**config.mk**
```make
export PLATFORM = sky130hd
export DESIGN_NAME = cpu_controller
export DESIGN_NICKNAME = d
export VERILOG_FILES = /design/src/rtl/cpu_controller.sv
export SDC_FILE = /design/constraint.sdc
export NUM_CORES = 1
export LEC_CHECK = 0
export ABC_AREA = 1
export CAP_MARGIN = 20
export CORE_MARGIN = 2
export CORE_UTILIZATION = 36
export DETAILED_ROUTE_END_ITERATION = 16
export PLACE_DENSITY_LB_ADDON = 0.3
export REMOVE_ABC_BUFFERS = 1
export SYNTH_ARGS = -nofsm -noshare
export SYNTH_HDL_FRONTEND = slang
export SYNTH_SLANG_ARGS = --single-unit
```
**constraint.sdc**
```tcl
create_clock -name clk -period 1.3 [get_ports clk]
set_input_delay 0.195 -clock clk [delete_from_list [all_inputs] [get_ports clk]]
set_output_delay 0.195 -clock clk [all_outputs]
set_load 0.05 [all_outputs]
```
**src/rtl/cpu_controller.sv**
```systemverilog
// Instruction register, decoder and control FSM sequencing the Simple RISC Machine datapath.
// Optional retired-instruction counter enabled by defining CTRL_RETIRE_COUNT_EN.
module cpu_controller (
    input  logic        clk,
    input  logic        reset,
    input  logic        s,
    input  logic        load,
    input  logic [15:0] in,
    output logic        w,
    output logic        err,
    output logic [2:0]  readnum,
    output logic [2:0]  writenum,
    output logic [2:0]  vsel,
    output logic        loada,
    output logic        loadb,
    output logic        loadc,
    output logic        loads,
    output logic        write,
    output logic        asel,
    output logic        bsel,
    output logic [1:0]  shift,
    output logic [1:0]  ALUop,
    output logic [15:0] sximm8,
    output logic [15:0] sximm5,
    output logic [15:0] retired
);

    typedef enum logic [2:0] {
        S_WAIT, S_DECODE, S_WRITE_IMM, S_GET_A, S_GET_B, S_COMPUTE, S_WRITE_REG
    } state_t;

    state_t      state_reg;
    logic [15:0] ir_reg;
    logic        err_reg;

    logic [2:0] opcode, rn, rd, rm;
    logic [1:0] op, sh;
    logic       is_mov_imm, is_mov_reg, is_alu, is_cmp, is_mvn;

    assign opcode = ir_reg[15:13];
    assign op     = ir_reg[12:11];
    assign rn     = ir_reg[10:8];
    assign rd     = ir_reg[7:5];
    assign sh     = ir_reg[4:3];
    assign rm     = ir_reg[2:0];

    assign is_mov_imm = (opcode == 3'b110) && (op == 2'b10);
    assign is_mov_reg = (opcode == 3'b110) && (op == 2'b00);
    assign is_alu     = (opcode == 3'b101);
    assign is_cmp     = is_alu && (op == 2'b01);
    assign is_mvn     = is_alu && (op == 2'b11);

    always_ff @(posedge clk) begin
        if (reset) begin
            state_reg <= S_WAIT;
            ir_reg    <= 16'h0000;
            err_reg   <= 1'b0;
        end else begin
            case (state_reg)
                S_WAIT: begin
                    // The IR only changes while idle, so it is stable for the whole instruction
                    if (load)
                        ir_reg <= in;
                    if (s) begin
                        err_reg   <= 1'b0;
                        state_reg <= S_DECODE;
                    end
                end
                S_DECODE: begin
                    if (is_mov_imm)
                        state_reg <= S_WRITE_IMM;
                    else if (is_mov_reg || is_mvn)
                        state_reg <= S_GET_B;
                    else if (is_alu)
                        state_reg <= S_GET_A;
                    else begin
                        err_reg   <= 1'b1;
                        state_reg <= S_WAIT;
                    end
                end
                S_WRITE_IMM: state_reg <= S_WAIT;
                S_GET_A:     state_reg <= S_GET_B;
                S_GET_B:     state_reg <= S_COMPUTE;
                S_COMPUTE:   state_reg <= is_cmp ? S_WAIT : S_WRITE_REG;
                S_WRITE_REG: state_reg <= S_WAIT;
                default:     state_reg <= S_WAIT;
            endcase
        end
    end

`ifdef CTRL_RETIRE_COUNT_EN
    logic [15:0] retired_reg;
    logic        retire_pulse;

    assign retire_pulse = (state_reg == S_WRITE_IMM) || (state_reg == S_WRITE_REG) ||
                          ((state_reg == S_COMPUTE) && is_cmp);

    always_ff @(posedge clk) begin
        if (reset)
            retired_reg <= 16'h0000;
        else if (retire_pulse)
            retired_reg <= retired_reg + 16'd1;
    end

    assign retired = retired_reg;
`else
    assign retired = 16'h0000;
`endif

    assign w        = (state_reg == S_WAIT);
    assign err      = err_reg;
    assign readnum  = (state_reg == S_GET_A) ? rn : rm;
    assign writenum = is_mov_imm ? rn : rd;
    assign shift    = sh;
    assign ALUop    = is_alu ? op : 2'b00;
    assign sximm8   = {{8{ir_reg[7]}}, ir_reg[7:0]};
    assign sximm5   = {{11{ir_reg[4]}}, ir_reg[4:0]};

    // Strobes are gated by reset so an aborted write never reaches the register file
    always_comb begin
        loada = 1'b0;
        loadb = 1'b0;
        loadc = 1'b0;
        loads = 1'b0;
        write = 1'b0;
        asel  = 1'b0;
        bsel  = 1'b0;
        vsel  = 3'b000;
        if (!reset) begin
            case (state_reg)
                S_WRITE_IMM: begin
                    write = 1'b1;
                    vsel  = 3'b011;
                end
                S_GET_A: loada = 1'b1;
                S_GET_B: loadb = 1'b1;
                S_COMPUTE: begin
                    asel  = is_mov_reg;
                    loadc = !is_cmp;
                    loads = is_cmp;
                end
                S_WRITE_REG: begin
                    write = 1'b1;
                    vsel  = 3'b001;
                end
                default: ;
            endcase
        end
    end

endmodule
```
==> metrics.csv, run 1 <==
stage;metric;value;unit
cells_and_area;largest_reg_flops;16;
yosys;synth-async-reset-ratio;0;%
place;place_congestion;0.8445;
global_route;antenna_found_initial;0;
clock_network;cts_buffer_depth;2;
place;dp_hpwl;3248;µm
worst_setup_path;reg2reg_to;state_reg[2];
cells_and_area;antenna_cells;0;
yosys;synth_top_area_share;28.65;%
place;post-place-ws;-0.1417;ns
clock_network;cts_inserted_buffers;3;
routing;ant_nets;0;
worst_setup_path;cp_max_fo;3;
routing;drc;0;
timing;finalSetupViolCount;36;
power_and_ir_drop;p_leak;1.204;nW
cells_and_area;drive_above_1_share;53.93;%
timing;max_freq;641.5;MHz
cells_and_area;utilization;80.19;%
cells_and_area;design_area;0.002958;mm²
timing;holdWs;0.4916;ns
cells_and_area;nets;288;
die;start_util;37.89;%
timing;period_share;119.9;%
die;die_h;66.31;µm
yosys;synth-seq-cells;20;
global_route;grt_first_pass_wirelength;7562;µm
timing;fin_ws;-0.2589;ns
yosys;synth_cells;197;
worst_setup_path;critPathKind;flip-flop to output port;
die;dieWidth;66.31;µm
die;pin_count;90;
global_route;groute.usage.overall;23.48;%
yosys;synthTopCellsByCount;53 x buf_4, 34 x nand2_1, 21 x a21oi_1;
worst_setup_path;cp-start-kind;flip-flop;
worst_setup_path;r2r-start;state_reg[1];
routing;avgRoutedWirePerCell;16.65;µm
yosys;synth.avg_cell_area;7.094;µm²
routing;route.vias.total;1530;
place;placed_area;0.002560;mm²
timing;period_needed;1.559;ns
yosys;ys.flop_type;dfxtp_1;
yosys;synth-edff-count;0;
worst_setup_path;r2r_cells;7;
worst_setup_path;r2r_slack;-0.13;ns
place;port_buffers;71;
yosys;yosysMostFrequentCell;buf_4;
worst_hold_path;hp-class;flip-flop to flip-flop;
yosys;yosysUniqueCellTypes;26;
worst_hold_path;worstHoldStart;ir_reg[15];
worst_setup_path;end_kind;output port;
clock_network;htree_levels;1;
power_and_ir_drop;vdd_drop_max;0.6647;mV
routing;avgViaCountPerCell;4.857;
global_route;grt_max_degree;16;
run_status;violations;setup timing;
timing;rsz0062_at_grt;yes;
worst_hold_path;hold_path_depth;2;
die;row_count;22;
yosys;yosysTopAreaCell;dfxtp_1;
clock_network;cts_root_buffer;clkbuf_8;
clock_network;worstSkewPairLatency;0.28;ns
clock_network;clkTransAtPathRegs;0.08;ns
die;die_area;0.004396;mm²
yosys;syn_area;0.001398;mm²
global_route;grt_pass1_vias;1649;
global_route;grt-ovfl-total;0;
worst_hold_path;worstHoldEndpoint;ir_reg[15];
clock_network;cts.sinks;20;
routing;totalWireLength;5246;µm
worst_setup_path;required;1.11;ns
power_and_ir_drop;power_density;866.9;mW/mm²
yosys;synth_seq_area_share;28.65;%
die;core;0.003689;mm²
routing;dr.pass1.iters;4;
job;drv_cap;0;
routing;drtIter0Drc;41;
yosys;yosys_warnings;0;
worst_setup_path;crit_arrival;1.36;ns
timing;finalHoldViolCount;0;
run_status;status;complete, but fails checks;
timing;maxSlewViolCount;0;
yosys;synth_top_cells_by_area;dfxtp_1 29%, buf_4 28%, nand2_1 9.1%;
clock_network;cts_tree;done;
timing;finClkSkew;0.009075;ns
cells_and_area;areaGrowthSynthToFinish;111.6;%
[worst max-delay path, stage by stage, from the launching register on]
cell and delay [ns]:
dfxtp_2 0.34, buf_6 0.12, nor2_4 0.18, nand3_4 0.12
nand2_2 0.12, nor2_4 0.05, buf_12 0.16
[where the power goes]
| part | switching, mW | total, mW | internal, mW | leakage (nW) |
|---|---|---|---|---|
| Sequential | 0.0521 | 0.706 | 0.654 | 0.168 |
| Combinational | 0.711 | 1.21 | 0.503 | 1.00 |
| Clock | 0.231 | 0.644 | 0.412 | 0.0357 |
| Total | 0.994 | 2.56 | 1.57 | 1.20 |
[per-layer routing]
layer	routed length (µm)	global-route usage (%)	up-vias	share of wire (%)
li1	-	-	710	-
met1	1759	21.80	714	34
met2	2839	44.00	93	54
met3	499	10.90	13	9.5
met4	147	8.929	0	2.8
met5	0	0	-	0
[per-stage QoR]
| step | total power, mW | cells | setup TNS, ns |
|---|---|---|---|
| global route | 2.635 | 315 | -6.529 |
| floorplan | 1.248 | 155 | -88.70 |
| CTS | 2.493 | 310 | -2.893 |
| finish | 2.564 | 315 | -4.085 |
| global placement | 1.809 | 306 | -0.9391 |
| detailed placement | 1.824 | 306 | -1.063 |
[kinds of logic after synthesis]
group	count (synthesis)	share of synthesized area [%]
buffers and inverters	71	35.27
DFF	20	28.65
AOI/OAI and AO/OA	35	13.16
and+or+nand+nor	70	22.65
other	1	0.2683
[worst max path at each step]
stage / cells after the start / from / slack (ns) / endpoint
3_5_place_dp: 5 / reset / -0.14 / loads
2_1_floorplan: 2 / ir_reg[4] / -3.95 / ir_reg[4]
6_report: 6 / ir_reg[14] / -0.26 / loadc
4_1_cts: 6 / state_reg[2] / -0.19 / readnum[1]
3_3_place_gp: 4 / reset / -0.14 / loada
5_1_grt: 7 / state_reg[2] / -0.29 / readnum[1]
[cells in the final DEF, fill, tap and decap left out, types with 2 or more instances in the layout]
master / synthesis / final
buf_12: 0 / 54
buf_4: 53 / 29
nand2_1: 34 / 23
a21oi_1: 21 / 21
conb_1: 1 / 18
clkdlybuf4s50_1: 0 / 18
dfxtp_1: 20 / 13
nand3_1: 15 / 12
nand2_2: 1 / 8
nor2_4: 1 / 8
inv_1: 10 / 7
inv_4: 1 / 5
nand2_4: 1 / 5
o21ai_4: 0 / 5
o21ai_1: 3 / 4
dfxtp_2: 0 / 4
buf_6: 3 / 4
nor2_2: 2 / 3
clkbuf_8: 0 / 3
dfxtp_4: 0 / 3
o21ai_2: 1 / 2
nand3_2: 0 / 2
nor2_1: 10 / 2
nand4_1: 2 / 2
[final cells by class]
type,count,area (µm²)
fill,212,730.7
multi-input combinational,124,804.5
sequential,20,416.7
inverter,12,57.56
timing repair buffer,107,1548
clock inverter,1,30.03
clock buffer,3,41.29
tap,48,60.06
[timing repair]
action,in CTS,in global routing
hold endpoints to repair,0,0
setup buffers,4,5
gates resized for setup,63,22
hold buffers,0,0
pin swaps,8,8
endpoints found under the setup margin,19,46
gates cloned,1,0
Power figures use the tool's default switching activity.
==> run 2: changes to the inputs <==
--- a/config.mk
+++ b/config.mk
@@ -10,6 +10,7 @@
 export CORE_MARGIN = 2
 export CORE_UTILIZATION = 36
 export DETAILED_ROUTE_END_ITERATION = 16
+export GPL_TIMING_DRIVEN = 1
 export PLACE_DENSITY_LB_ADDON = 0.3
 export REMOVE_ABC_BUFFERS = 1
 export SYNTH_ARGS = -nofsm -noshare
==> results of run 2 <==
Same layout as run 1: the final DEF is identical, and so are final timing and power.
==> run 3: changes to the inputs <==
--- a/config.mk
+++ b/config.mk
@@ -13,6 +13,7 @@
 export GPL_TIMING_DRIVEN = 1
 export PLACE_DENSITY_LB_ADDON = 0.3
 export REMOVE_ABC_BUFFERS = 1
+export SETUP_SLACK_MARGIN = 0.3
 export SYNTH_ARGS = -nofsm -noshare
 export SYNTH_HDL_FRONTEND = slang
 export SYNTH_SLANG_ARGS = --single-unit
==> metrics.csv, run 3 (same netlist as run 1, synthesis figures left out) <==
stage;metric;value;unit
run_status;status;complete, but fails checks;
run_status;violations;setup timing;
cells_and_area;areaGrowthSynthToFinish;141.5;%
routing;avgViaCountPerCell;5.315;
clock_network;cts_buffer_depth;2;
timing;tightest_slew;0.8161;ns
timing;finClkSkew;0.006774;ns
clock_network;clkTransAtPathRegs;0.09;ns
cells_and_area;antenna_cells;0;
cells_and_area;mostFrequentLayoutCells;55 x buf_12, 31 x buf_4, 18 x conb_1, 17 x clkdlybuf4s50_1, 13 x nand2_2;
worst_setup_path;crit_arrival;1.44;ns
worst_setup_path;r2r-start;state_reg[1];
routing;totalWireLength;7737;µm
die;core;0.003689;mm²
clock_network;cts_inserted_buffers;3;
worst_setup_path;reg2reg_to;ir_reg[4];
timing;maxSlewViolCount;0;
die;dieWidth;66.31;µm
timing;period_needed;1.637;ns
worst_setup_path;r2r_slack;-0.17;ns
worst_setup_path;cp-start-kind;flip-flop;
timing;tns;-6.407;ns
clock_network;cts_tree;done;
worst_hold_path;hp-class;input pin to flip-flop;
timing;holdWs;0.4995;ns
cells_and_area;multi_input_area;998.5;µm²
place;dp_hpwl;3248;µm
worst_setup_path;r2r_cells;7;
die;pin_count;90;
routing;dr.pass1.iters;4;
routing;avgRoutedWirePerCell;23.45;µm
cells_and_area;seq_area;441.7;µm²
worst_hold_path;hold_path_depth;3;
routing;ant_nets;0;
worst_setup_path;cp_max_fo;7;
die;start_util;37.89;%
timing;finalSetupViolCount;37;
die;die_h;66.31;µm
job;drv_cap;0;
die;row_count;22;
global_route;grt_pass1_vias;1896;
cells_and_area;layout.cells.most_common;buf_12;
clock_network;hold_buffers;0;
timing;relSlewSlack;45.59;%
place;place_congestion;0.8445;
clock_network;worstSkewPairLatency;0.28;ns
power_and_ir_drop;power;2.838;mW
die;die_area;0.004396;mm²
timing;period_share;125.9;%
clock_network;cts.sinks;20;
power_and_ir_drop;power_density;840.8;mW/mm²
routing;drc;0;
global_route;groute.usage.overall;29.83;%
clock_network;htree_levels;1;
place;port_buffers;71;
routing;route.vias.total;1754;
clock_network;cts_root_buffer;clkbuf_8;
worst_setup_path;required;1.11;ns
timing;rsz0062_at_grt;yes;
worst_setup_path;end_kind;output port;
cells_and_area;drive_above_1_share;71.99;%
worst_hold_path;worstHoldEndpoint;ir_reg[0];
global_route;grt_first_pass_wirelength;9356;µm
cells_and_area;largest_reg_flops;16;
worst_hold_path;worstHoldStart;in[0];
cells_and_area;fillers;123;
timing;max_freq;610.8;MHz
worst_setup_path;critPathKind;flip-flop to output port;
cells_and_area;nets;303;
routing;drtIter0Drc;83;
power_and_ir_drop;vdd_drop_max;0.6465;mV
timing;finalHoldViolCount;0;
timing;fin_ws;-0.3372;ns
global_route;grt-ovfl-total;0;
global_route;grt_max_degree;13;
global_route;antenna_found_initial;0;
power_and_ir_drop;p_leak;1.376;nW
run 3: cell types whose count changed in the layout (fill, tap and decap cells not counted), moves of 5 or more:
cell and change:
buf_6 +7, a21oi_2 +11, nand3_1 -7, nand2_1 -11, dfxtp_2 +5, dfxtp_4 +5
dfxtp_1 -10, nand2_2 +5, nand2_4 +5, nand3_2 +6, o21ai_2 +8, a21oi_1 -11
run 3: worst max-delay path, cell delays in order (launching register included):
cell,delay (ns)
dfxtp_2,0.37
nand2_2,0.07
nor2_4,0.13
nand2_4,0.14
nand2_4,0.12
o21ai_4,0.06
buf_6,0.13
buf_12,0.14
run 3: area by class of cell:
| cell class | instances | area share, % |
|---|---|---|
| sequential | 20 | 13.08 |
| timing repair buffer | 120 | 51.82 |
| inverter | 12 | 1.631 |
| multi-input combinational | 126 | 29.58 |
| clock buffer | 3 | 1.223 |
| clock inverter | 1 | 0.8895 |
| tap | 48 | 1.779 |
run 3: worst max path at each step:
stage,startpoint,to,slack [ns],depth (start not counted)
after floorplan,ir_reg[4],ir_reg[4],-3.95,2
after global placement,reset,loada,-0.14,4
after detailed placement,reset,loads,-0.14,5
after CTS,ir_reg[15],writenum[2],-0.24,7
after global routing,ir_reg[15],writenum[1],-0.36,7
final,ir_reg[15],writenum[0],-0.34,7
run 3: timing repair:
| action | 4_1_cts | 5_1_grt |
|---|---|---|
| gates cloned | 5 | 1 |
| pin swaps | 12 | 24 |
| setup endpoints to repair | 71 | 72 |
| gates resized for setup | 93 | 64 |
| setup buffers | 9 | 5 |
run 3: where the power goes:
part	switching [mW]	internal, mW
sequential	0.0694	0.654
clock	0.255	0.413
combinational	0.826	0.620
total	1.15	1.69
run 3: routing by layer:
layer  GRT usage, %  share of wire (%)  wire length, µm  vias to the layer above
li1               -                  -                -                      743
met1          26.55                 32             2467                      853
met2          55.63                 52             4061                      129
met3          13.63                 11              822                       29
met4          15.05                5.0              385                        0
met5              0                  0                0                        -
run 3: through the flow:
stage          utilization [%]  setup slack [ns]  instance area [µm²]  std cells
2_1_floorplan                -            -3.954                 1016        155
3_3_place_gp             69.40           -0.1442                 2560        306
3_5_place_dp             69.40           -0.1417                 2560        306
4_1_cts                  83.55           -0.2363                 3082        324
5_1_grt                  91.52           -0.3620                 3376        330
6_report                 91.52           -0.3372                 3376        330
